## config.mk

```make
export PLATFORM = sky130hd
export DESIGN_NAME = id_operand_sb_flat
export DESIGN_NICKNAME = d
export VERILOG_FILES = /design/src/rtl/id_operand_sb_if.sv /design/src/rtl/id_operand_sb.sv /design/src/flat_wrapper.sv
export SDC_FILE = /design/constraint.sdc
export NUM_CORES = 1
export LEC_CHECK = 0
export ABC_CLOCK_PERIOD_IN_PS = 4600
export BUFFER_PORTS_ARGS = -buffer_cell sky130_fd_sc_hd__buf_2
export CAP_MARGIN = 25
export CORE_MARGIN = 1
export CORE_UTILIZATION = 35
export CTS_BUF_LIST = sky130_fd_sc_hd__clkbuf_8
export CTS_CLUSTER_DIAMETER = 50
export DETAILED_ROUTE_END_ITERATION = 10
export PLACE_DENSITY_LB_ADDON = 0.15
export SETUP_SLACK_MARGIN = 0.5
export SYNTH_ARGS = -nofsm -noshare
export SYNTH_HDL_FRONTEND = slang
export SYNTH_SLANG_ARGS = --single-unit
```

## constraint.sdc

```tcl
create_clock -name clk -period 4.6 [get_ports clk]
set_input_delay 0.46 -clock clk [delete_from_list [all_inputs] [get_ports clk]]
set_output_delay 0.46 -clock clk [all_outputs]
set_load 0.01 [all_outputs]
```

## src/rtl/id_operand_sb_if.sv

```systemverilog
// Decoder <-> operand/scoreboard bundle: read ports, forwarding buses, issue and
// completion strobes in one direction, resolved operands and stall status back.
interface id_operand_sb_if #(
    parameter int DATA_W  = 32,
    parameter int ADDR_W  = 5,
    parameter int NUM_FWD = 2
);
    logic                        rd1_en;
    logic                        rd2_en;
    logic [ADDR_W-1:0]           rd1_addr;
    logic [ADDR_W-1:0]           rd2_addr;
    logic [DATA_W-1:0]           rd1_data;
    logic [DATA_W-1:0]           rd2_data;
    logic [DATA_W-1:0]           imm;
    logic [NUM_FWD-1:0]          fwd_wreg;
    logic [NUM_FWD-1:0]          fwd_ready;
    logic [NUM_FWD*ADDR_W-1:0]   fwd_wd;
    logic [NUM_FWD*DATA_W-1:0]   fwd_wdata;
    logic                        issue_valid;
    logic                        issue_long;
    logic [ADDR_W-1:0]           issue_wd;
    logic                        cmpl_valid;
    logic [ADDR_W-1:0]           cmpl_wd;
    logic [DATA_W-1:0]           cmpl_wdata;
    logic [DATA_W-1:0]           reg1_o;
    logic [DATA_W-1:0]           reg2_o;
    logic                        stall_req;
    logic                        sb_err;
    logic                        pend_any;

    modport master (
        output rd1_en, rd2_en, rd1_addr, rd2_addr, rd1_data, rd2_data, imm,
               fwd_wreg, fwd_ready, fwd_wd, fwd_wdata,
               issue_valid, issue_long, issue_wd,
               cmpl_valid, cmpl_wd, cmpl_wdata,
        input  reg1_o, reg2_o, stall_req, sb_err, pend_any
    );

    modport slave (
        input  rd1_en, rd2_en, rd1_addr, rd2_addr, rd1_data, rd2_data, imm,
               fwd_wreg, fwd_ready, fwd_wd, fwd_wdata,
               issue_valid, issue_long, issue_wd,
               cmpl_valid, cmpl_wd, cmpl_wdata,
        output reg1_o, reg2_o, stall_req, sb_err, pend_any
    );
endinterface

```

## src/rtl/id_operand_sb.sv

```systemverilog
// Decode-stage operand resolution (regfile / immediate / forwarding / completion)
// with a per-register pending-write scoreboard that raises stall_req on RAW hazards.
module id_operand_sb #(
    parameter int DATA_W  = 32,
    parameter int ADDR_W  = 5,
    parameter int NUM_FWD = 2,
    parameter int CNT_W   = 2
) (
    input  logic            clk,
    input  logic            rst,
    id_operand_sb_if.slave  sb
);
    localparam int               NUM_REGS = 2**ADDR_W;
    localparam logic [CNT_W-1:0] CNT_MAX  = '1;

    logic [CNT_W-1:0]  pend_q [NUM_REGS];
    logic [CNT_W-1:0]  pend_d [NUM_REGS];
    logic [NUM_REGS-1:0] pend_nz;
    logic              sb_err_q;
    logic              pend_any_q;

    logic              port_en    [2];
    logic [ADDR_W-1:0] port_addr  [2];
    logic [DATA_W-1:0] port_rdata [2];
    logic [DATA_W-1:0] port_val   [2];
    logic [1:0]        port_haz;

    logic ovf_haz, stall, accept, inc, dec, underflow;

    assign port_en[0]    = sb.rd1_en;
    assign port_en[1]    = sb.rd2_en;
    assign port_addr[0]  = sb.rd1_addr;
    assign port_addr[1]  = sb.rd2_addr;
    assign port_rdata[0] = sb.rd1_data;
    assign port_rdata[1] = sb.rd2_data;

    genvar gi;
    generate
        for (gi = 0; gi < 2; gi++) begin : g_port
            logic              fwd_hit, fwd_rdy, cmpl_hit, haz;
            logic [DATA_W-1:0] fwd_val, val;

            // Scan oldest to youngest so the lowest-index match wins.
            always_comb begin
                fwd_hit = 1'b0;
                fwd_rdy = 1'b0;
                fwd_val = '0;
                for (int i = NUM_FWD-1; i >= 0; i--) begin
                    if (sb.fwd_wreg[i] && sb.fwd_wd[i*ADDR_W +: ADDR_W] == port_addr[gi]) begin
                        fwd_hit = 1'b1;
                        fwd_rdy = sb.fwd_ready[i];
                        fwd_val = sb.fwd_wdata[i*DATA_W +: DATA_W];
                    end
                end
            end

            assign cmpl_hit = sb.cmpl_valid && (sb.cmpl_wd == port_addr[gi]);

            always_comb begin
                val = port_rdata[gi];
                haz = 1'b0;
                if (rst) begin
                    val = '0;
                end else if (!port_en[gi]) begin
                    val = sb.imm;
                end else if (port_addr[gi] == '0) begin
                    val = '0;
                end else if (fwd_hit) begin
                    val = fwd_val;
                    haz = ~fwd_rdy;
                end else if (cmpl_hit) begin
                    val = sb.cmpl_wdata;
                end else begin
                    haz = (pend_q[port_addr[gi]] != '0);
                end
            end

            assign port_val[gi] = val;
            assign port_haz[gi] = haz;
        end
    endgenerate

    assign ovf_haz   = sb.issue_valid && sb.issue_long && (sb.issue_wd != '0) &&
                       (pend_q[sb.issue_wd] == CNT_MAX);
    assign stall     = !rst && sb.issue_valid && ((|port_haz) || ovf_haz);
    assign accept    = sb.issue_valid && !stall;
    assign inc       = accept && sb.issue_long && (sb.issue_wd != '0);
    assign dec       = sb.cmpl_valid && (sb.cmpl_wd != '0);
    // A simultaneous issue to the same register cancels the decrement, so no underflow.
    assign underflow = dec && !(inc && sb.issue_wd == sb.cmpl_wd) && (pend_q[sb.cmpl_wd] == '0);

    assign pend_q[0]  = '0;
    assign pend_d[0]  = '0;
    assign pend_nz[0] = 1'b0;

    generate
        for (gi = 1; gi < NUM_REGS; gi++) begin : g_cnt
            logic             inc_r, dec_r;
            logic [CNT_W-1:0] cnt_q, cnt_d;

            assign inc_r = inc && (sb.issue_wd == ADDR_W'(gi));
            assign dec_r = dec && (sb.cmpl_wd == ADDR_W'(gi));

            always_comb begin
                cnt_d = cnt_q;
                if (inc_r && !dec_r) begin
                    cnt_d = cnt_q + CNT_W'(1);
                end else if (dec_r && !inc_r && cnt_q != '0) begin
                    cnt_d = cnt_q - CNT_W'(1);
                end
            end

            always_ff @(posedge clk) begin
                if (rst) cnt_q <= '0;
                else     cnt_q <= cnt_d;
            end

            assign pend_q[gi]  = cnt_q;
            assign pend_d[gi]  = cnt_d;
            assign pend_nz[gi] = (cnt_d != '0);
        end
    endgenerate

    always_ff @(posedge clk) begin
        if (rst) begin
            sb_err_q   <= 1'b0;
            pend_any_q <= 1'b0;
        end else begin
            sb_err_q   <= sb_err_q | underflow;
            pend_any_q <= |pend_nz;
        end
    end

    assign sb.reg1_o    = port_val[0];
    assign sb.reg2_o    = port_val[1];
    assign sb.stall_req = stall;
    assign sb.sb_err    = sb_err_q;
    assign sb.pend_any  = pend_any_q;
endmodule

```

## src/flat_wrapper.sv

```systemverilog
// flat-port wrapper written by rule: the top's interface ports become plain ports
module id_operand_sb_flat 
#(
    parameter int DATA_W  = 32,
    parameter int ADDR_W  = 5,
    parameter int NUM_FWD = 2,
    parameter int CNT_W   = 2
)
  (clk, rst, sb_rd1_en, sb_rd2_en, sb_rd1_addr, sb_rd2_addr, sb_rd1_data, sb_rd2_data, sb_imm, sb_fwd_wreg, sb_fwd_ready, sb_fwd_wd, sb_fwd_wdata, sb_issue_valid, sb_issue_long, sb_issue_wd, sb_cmpl_valid, sb_cmpl_wd, sb_cmpl_wdata, sb_reg1_o, sb_reg2_o, sb_stall_req, sb_sb_err, sb_pend_any);
  id_operand_sb_if #(.DATA_W(DATA_W), .ADDR_W(ADDR_W), .NUM_FWD(NUM_FWD)) sb_i ();
  input  logic clk;
  input  logic rst;
  input wire logic [$bits(sb_i.rd1_en)-1:0] sb_rd1_en;
  input wire logic [$bits(sb_i.rd2_en)-1:0] sb_rd2_en;
  input wire logic [$bits(sb_i.rd1_addr)-1:0] sb_rd1_addr;
  input wire logic [$bits(sb_i.rd2_addr)-1:0] sb_rd2_addr;
  input wire logic [$bits(sb_i.rd1_data)-1:0] sb_rd1_data;
  input wire logic [$bits(sb_i.rd2_data)-1:0] sb_rd2_data;
  input wire logic [$bits(sb_i.imm)-1:0] sb_imm;
  input wire logic [$bits(sb_i.fwd_wreg)-1:0] sb_fwd_wreg;
  input wire logic [$bits(sb_i.fwd_ready)-1:0] sb_fwd_ready;
  input wire logic [$bits(sb_i.fwd_wd)-1:0] sb_fwd_wd;
  input wire logic [$bits(sb_i.fwd_wdata)-1:0] sb_fwd_wdata;
  input wire logic [$bits(sb_i.issue_valid)-1:0] sb_issue_valid;
  input wire logic [$bits(sb_i.issue_long)-1:0] sb_issue_long;
  input wire logic [$bits(sb_i.issue_wd)-1:0] sb_issue_wd;
  input wire logic [$bits(sb_i.cmpl_valid)-1:0] sb_cmpl_valid;
  input wire logic [$bits(sb_i.cmpl_wd)-1:0] sb_cmpl_wd;
  input wire logic [$bits(sb_i.cmpl_wdata)-1:0] sb_cmpl_wdata;
  output wire logic [$bits(sb_i.reg1_o)-1:0] sb_reg1_o;
  output wire logic [$bits(sb_i.reg2_o)-1:0] sb_reg2_o;
  output wire logic [$bits(sb_i.stall_req)-1:0] sb_stall_req;
  output wire logic [$bits(sb_i.sb_err)-1:0] sb_sb_err;
  output wire logic [$bits(sb_i.pend_any)-1:0] sb_pend_any;
  assign sb_i.rd1_en = sb_rd1_en;
  assign sb_i.rd2_en = sb_rd2_en;
  assign sb_i.rd1_addr = sb_rd1_addr;
  assign sb_i.rd2_addr = sb_rd2_addr;
  assign sb_i.rd1_data = sb_rd1_data;
  assign sb_i.rd2_data = sb_rd2_data;
  assign sb_i.imm = sb_imm;
  assign sb_i.fwd_wreg = sb_fwd_wreg;
  assign sb_i.fwd_ready = sb_fwd_ready;
  assign sb_i.fwd_wd = sb_fwd_wd;
  assign sb_i.fwd_wdata = sb_fwd_wdata;
  assign sb_i.issue_valid = sb_issue_valid;
  assign sb_i.issue_long = sb_issue_long;
  assign sb_i.issue_wd = sb_issue_wd;
  assign sb_i.cmpl_valid = sb_cmpl_valid;
  assign sb_i.cmpl_wd = sb_cmpl_wd;
  assign sb_i.cmpl_wdata = sb_cmpl_wdata;
  assign sb_reg1_o = sb_i.reg1_o;
  assign sb_reg2_o = sb_i.reg2_o;
  assign sb_stall_req = sb_i.stall_req;
  assign sb_sb_err = sb_i.sb_err;
  assign sb_pend_any = sb_i.pend_any;
  id_operand_sb #(.DATA_W(DATA_W), .ADDR_W(ADDR_W), .NUM_FWD(NUM_FWD), .CNT_W(CNT_W)) u_core (.clk(clk), .rst(rst), .sb(sb_i));
endmodule
```

Word-level counts from Yosys, hierarchy flattened
Cells that the tools add are included.
- register bits: 64
- bits of input ports: 233
- logic and storage cells: 592
- $add $sub $neg: 62
- magnitude comparators: 4
- equal/unequal tests: 70
- muxes and demuxes: 106
- bitwise gates (word level): 7
- reduce and logical (&&, ||, !) cells: 310
- operators with widths (kind ; count):
    32-bit 2-to-1 mux ; 14
    1-bit logical AND ; 173
    5-bit == test (second input constant) ; 32
    2-bit 2-to-1 mux ; 70
    2-bit nonzero test ; 64
    5-bit by 4-bit == test with 1-bit output (second input constant) ; 16
    1-bit logical NOT ; 65
    2-bit by 1-bit adder with 2-bit output (second input constant) ; 31
    2-bit by 1-bit subtractor with 2-bit output (second input constant) ; 31
    2-bit binary-select mux with 5-bit select ; 4
    5-bit by 3-bit == test with 1-bit output (second input constant) ; 8
    5-bit == test ; 7
    31-bit OR reduction ; 1
    6-bit greater-or-equal comparator (second input constant) ; 4
    5-bit inverter with 6-bit output ; 4
    5-bit by 2-bit == test with 1-bit output (second input constant) ; 4
    1-bit 2-to-1 mux ; 18
    5-bit by 1-bit == test with 1-bit output (second input constant) ; 2
    5-bit logical NOT ; 2
    5-bit nonzero test ; 2
    2-bit == test (second input constant) ; 1
    2-bit logical NOT ; 1
    1-bit inverter ; 2
    2-bit OR reduction ; 1
    2 further kinds ; 2

Longest topological paths before layout
- depth after elaboration: 25
- mapped depth: 17
- mapped depth without buffers: 12

Least setup slack after synthesis
Ideal clock, no wire load.
- path kind: input port to flip-flop
- from: input port sb_rd1_addr[1]
- to: register u_core.pend_any_q, in the netlist u_core.sb.pend_any
- setup time: 141 ps
- arrival time: 3635 ps
- data required time: 4459 ps
- slack: 824 ps
- cell stages on the path: 14
- buffers on the path: 2
- cells stage by stage: buf_6 > clkinv_2 > mux4_2 > and3b_1 > nor4_1 > or4_1 > buf_2 > a21o_1 > or4_4 > a211o_1 > and3_1 > or4_1 > nor4_1 > a41oi_1
- cells in the longest elaborated chain, start to end: 25
- elaborated cells between the ends (all ways): 278
- those cells by class: 3 x eq/ne; 74 x mux; 2 x bitwise; 199 x reduce/logical
- ends and longest elaborated chain (item ; line ; source):
    from (decl) ; flat_wrapper.sv:15 ; input wire logic [$bits(sb_i.rd1_addr)-1:0] sb_rd1_addr;
    5-bit inverter with 6-bit output (implied by the code) ; id_operand_sb.sv:74 ; haz = (pend_q[port_addr[gi]] != '0);
    2-bit binary-select mux with 5-bit select ; id_operand_sb.sv:74 ;
    2-bit 2-to-1 mux (implied by the code) (2 in a row) ; id_operand_sb.sv:74 ;
    2-bit nonzero test ; id_operand_sb.sv:74 ;
    1-bit 2-to-1 mux ; id_operand_sb.sv:71 ; end else if (cmpl_hit) begin
    1-bit 2-to-1 mux ; id_operand_sb.sv:68 ; end else if (fwd_hit) begin
    1-bit 2-to-1 mux * ; id_operand_sb.sv:66 ; end else if (port_addr[gi] == '0) begin
    1-bit 2-to-1 mux * ; id_operand_sb.sv:64 ; end else if (!port_en[gi]) begin
    [... 6 more ...] ; - ;
    1-bit logical AND * (2 in a row) ; id_operand_sb.sv:87 ; assign inc = accept && sb.issue_long && (sb.issue_wd != '0);
    1-bit logical AND ; id_operand_sb.sv:101 ; assign inc_r = inc && (sb.issue_wd == ADDR_W'(gi));
    1-bit logical NOT ; id_operand_sb.sv:108 ; end else if (dec_r && !inc_r && cnt_q != '0) begin
    1-bit logical AND (2 in a row) ; id_operand_sb.sv:108 ;
    2-bit 2-to-1 mux ; id_operand_sb.sv:108 ;
    2-bit 2-to-1 mux ; id_operand_sb.sv:106 ; if (inc_r && !dec_r) begin
    2-bit nonzero test ; id_operand_sb.sv:120 ; assign pend_nz[gi] = (cnt_d != '0);
    31-bit OR reduction * ; id_operand_sb.sv:130 ; pend_any_q <= |pend_nz;
    to (signal assigned) ; id_operand_sb.sv:130 ;
    to (decl) ; id_operand_sb.sv:20 ; logic pend_any_q;
Every way passes the cells marked *; elsewhere a longest branch is shown, timed or not. The select of a mux whose other input is x is not followed.
A chain may end at the register's enable or synchronous reset.

Worst setup path after layout
- from: register u_core.g_cnt[15].cnt_q[1]
- to: register u_core.pend_any_q, in the netlist u_core.sb.pend_any
- cells in the longest elaborated chain, start to end: 24
- elaborated cells between the ends (all ways): 282
- those cells by class: 2 x add/sub; 1 x eq/ne; 81 x mux; 198 x reduce/logical
- ends and longest elaborated chain (item ; line ; source):
    from (decl) ; id_operand_sb.sv:99 ; logic [CNT_W-1:0] cnt_q, cnt_d;
    from (signal assigned) ; id_operand_sb.sv:115 ; else cnt_q <= cnt_d;
    2-bit binary-select mux with 5-bit select ; id_operand_sb.sv:74 ;
    2-bit 2-to-1 mux (implied by the code) (2 in a row) ; id_operand_sb.sv:74 ;
    2-bit nonzero test ; id_operand_sb.sv:74 ;
    1-bit 2-to-1 mux ; id_operand_sb.sv:71 ;
    1-bit 2-to-1 mux ; id_operand_sb.sv:68 ;
    1-bit 2-to-1 mux ; id_operand_sb.sv:66 ;
    1-bit 2-to-1 mux ; id_operand_sb.sv:64 ;
    1-bit 2-to-1 mux ; id_operand_sb.sv:62 ; if (rst) begin
    [... 5 more ...] ; - ;
    1-bit logical AND (2 in a row) ; id_operand_sb.sv:87 ;
    1-bit logical AND ; id_operand_sb.sv:101 ;
    1-bit logical NOT ; id_operand_sb.sv:108 ;
    1-bit logical AND (2 in a row) ; id_operand_sb.sv:108 ;
    2-bit 2-to-1 mux ; id_operand_sb.sv:108 ;
    2-bit 2-to-1 mux ; id_operand_sb.sv:106 ;
    2-bit nonzero test ; id_operand_sb.sv:120 ;
    31-bit OR reduction * ; id_operand_sb.sv:130 ;
Marks and branches as above.

==> flow_summary.yaml <==
worst_setup_path:
  reg2reg_to: "u_core.sb.pend_any$_SDFF_PP0_"
  path_class: "reg2reg"
  endpoint: "u_core.sb.pend_any$_SDFF_PP0_"
  reg2reg_from: "u_core.g_cnt[15].cnt_q[1]$_SDFF_PP0_"
  reg2reg_depth: 13
  crit_fanout: 23
  start_kind: "register"
  crit_path_end_kind: "register"
  reg2reg_slack_ns: 0.59
  startpoint: "u_core.g_cnt[15].cnt_q[1]$_SDFF_PP0_"
  cp.arrival_ns: 4.24
  cp.required_ns: 4.83
global_route:
  grt_first_pass_wirelength_mm: 70.37
  grt_pass1_vias: 12030
  grt_max_degree: 65
  overflow: 0
  grt_antenna_before_repair: 4
  grt_use_total: 0.3176
layout:
  layout_commonest_cell: "nor2_1"
  layout_common_cells: "319 x nor2_1, 297 x buf_2, 176 x a21oi_1"
  final_core_util: 0.4549
  fillers: 3004
  syn_to_final_growth_pct: 26.93
  register_area_um2: 1301
  multi_input_area_um2: 8203
  drive_above_1_share: 0.2706
  nets: 2081
logic_synthesis:
  synth-simple-area-share: 0.3085
  yosys_register_bits: 64
  synthesis.nets: 1802
  synth-xor-area-share: 0.04711
  avgSynthCellArea_um2: 6.527
  async_flop_share: 0
  synthAdderAreaFrac: 0.03864
  synthFlopType: "dfxtp_1"
  postSynthCellCount: 1538
  synth-edff-count: 0
  synthDistinctLibCells: 84
  synth-compound-area-share: 0.2824
  synth.area.mux_share: 0.1149
  synth_top_family_by_area: "simple AND/OR/NAND/NOR gates"
  yosysSeqAreaShare: 0.1276
  yosys_warnings: 0
  syn_area_um2: 10040
sta:
  rsz0062_at_grt: "no"
  maxSlewHeadroom: 0.3644
  finalCritPeriodShare: 0.8718
  finalSetupViolCount: 0
  fin_crit_ns: 4.010
  max_clock_freq_mhz: 249.4
  setup_tns_ns: 0
  maxSlewViolCount: 0
  skew_ns: 0.02340
  hold_viol_final: 0
  setup_slack_ns: 0.5898
  whs_ns: 0.4766
  worst_pin_slew_ns: 0.9524
detailed_routing:
  viasPerCell: 5.978
  wl_met1_mm: 19.78
  met2_length_mm: 21.91
  drt-initial-drc-count: 1153
  firstDrtPassIters: 6
  wl_per_cell_um: 21.81
  drt_wl_total_mm: 48.06
  ant_nets: 0
  remaining_drc_errors: 0
  vias: 13170
  routed.top_layer: "met5"
  dr_wl_met3_mm: 4.016
cts:
  root_buffer: "clkbuf_8"
  numCtsBuffers: 9
  ctsHoldBuffers: 0
  clk_latency_ns: 0.40
  clock-sinks: 64
  htree_levels: 3
  path_clk_slew_ns: 0.10
  cts_tree: "done"
  cts_buffer_depth: 2
floorplanning:
  coreArea_um2: 28010
  die_x_um: 171.4
  io_pins: 300
  die_h_um: 171.4
  die_area_um2: 29360
  start_util: 0.3584
  rows: 61
placement:
  dp_hpwl_mm: 38.08
  io_buffers: 299
  dpl_worst_slack_ns: 0.04166
  place.gp.congestion: 1.038
run:
  max_cap_violations: 0
worst_hold_path:
  hp-class: "in2reg"
power_and_ir_drop:
  vdd.ir_drop.worst_v: 0.0001300
  power_density_nw_per_um2: 157.4
  power.leakage_nw: 5.085
outcome:
  outcome: "finished clean"
-- logic make-up (layout without fill, tap and decap cells) --
family,count (synthesis),after routing
other,0,3
adder cells (fa/ha/maj),31,31
XOR/XNOR,54,54
AND/OR/NAND/NOR,666,666
AO/OA/AOI/OAI,424,424
flip-flops,64,64
buffers and inverters,198,482
multiplexers,101,101
-- state kept, by name, summed over array words and instances (netlist names) --
name                count
u_core.g_cnt.cnt_q     62
u_core.sb.pend_any      1
u_core.sb.sb_err        1
-- synthesized netlist by cell type (30+ instances only) --
master	n	area (um^2)
clkbuf_1	69	259.0
nor3_1	62	310.3
a21oi_1	176	880.8
mux2i_1	86	860.8
ha_1	31	387.9
dfxtp_1	64	1281
inv_1	79	296.5
nand2_1	86	322.8
a211oi_1	83	623.1
nor2_1	329	1235
nand3_1	39	195.2
xnor2_1	30	262.8
-- power by group --
| part | switching (W) | internal (W) | total [W] |
|---|---|---|---|
| Sequential | 0.0000148 | 0.000561 | 0.000576 |
| Combinational | 0.000463 | 0.000325 | 0.000788 |
| Clock | 0.000281 | 0.000361 | 0.000642 |
| Total | 0.000759 | 0.00125 | 0.00201 |
-- critical path, cell delays in order (launching register included) --
cell and delay [ns]:
dfxtp_4 0.38, nand2_1 0.11, mux4_2 0.47, a221o_1 0.36, or4_4 0.43, o31ai_4 0.11
a21oi_4 0.10, buf_12 0.18, nand3_1 0.12, mux2i_1 0.23, xnor2_1 0.20, or4bb_4 0.61
nor4_4 0.36, a41oi_2 0.15
-- cell type report --
cell class                 count  area share
clock buffer                   9    0.009721
sequential                    64      0.1021
inverter                      81     0.02396
timing repair buffer         385      0.1733
antenna                        3   0.0005892
tap                          378     0.03712
multi-input combinational   1276      0.6438
clock inverter                 7    0.009427
-- layer usage --
metal | GRT usage | vias to the layer above
met5 | 0 | -
met4 | 0.1479 | 2
met3 | 0.05568 | 128
met2 | 0.5177 | 696
met1 | 0.4053 | 6181
li1 | - | 6162
-- per-stage QoR --
stage	cells	total power [W]	instance area, um^2
finish	2203	0.002006	12740
global route	2202	0.002100	12740
CTS	2196	0.001988	12520
detailed placement	2171	0.001337	12140
global placement	2170	0.001331	12110
floorplan	1538	0.001007	10040
-- repair_timing --
item                                    CTS  global route
buffers inserted                          9             4
pin swaps                                 5            13
resized for setup                        24            41
endpoints found under the setup margin    1             2
-- how the worst min path moves through the flow --
stage,startpoint,cells after the start,slack [ns],endpoint
after floorplan,u_core.sb.sb_err$_SDFF_PP0_,2,0.50,u_core.sb.sb_err$_SDFF_PP0_
after global placement,u_core.sb.sb_err$_SDFF_PP0_,2,0.45,u_core.sb.sb_err$_SDFF_PP0_
after detailed placement,u_core.sb.sb_err$_SDFF_PP0_,2,0.48,u_core.sb.sb_err$_SDFF_PP0_
after CTS,sb_cmpl_valid,3,0.47,u_core.sb.sb_err$_SDFF_PP0_
after global routing,sb_cmpl_valid,3,0.49,u_core.sb.sb_err$_SDFF_PP0_
final,sb_cmpl_valid,3,0.48,u_core.sb.sb_err$_SDFF_PP0_
Note: power is estimated with default switching activity, not from simulation.
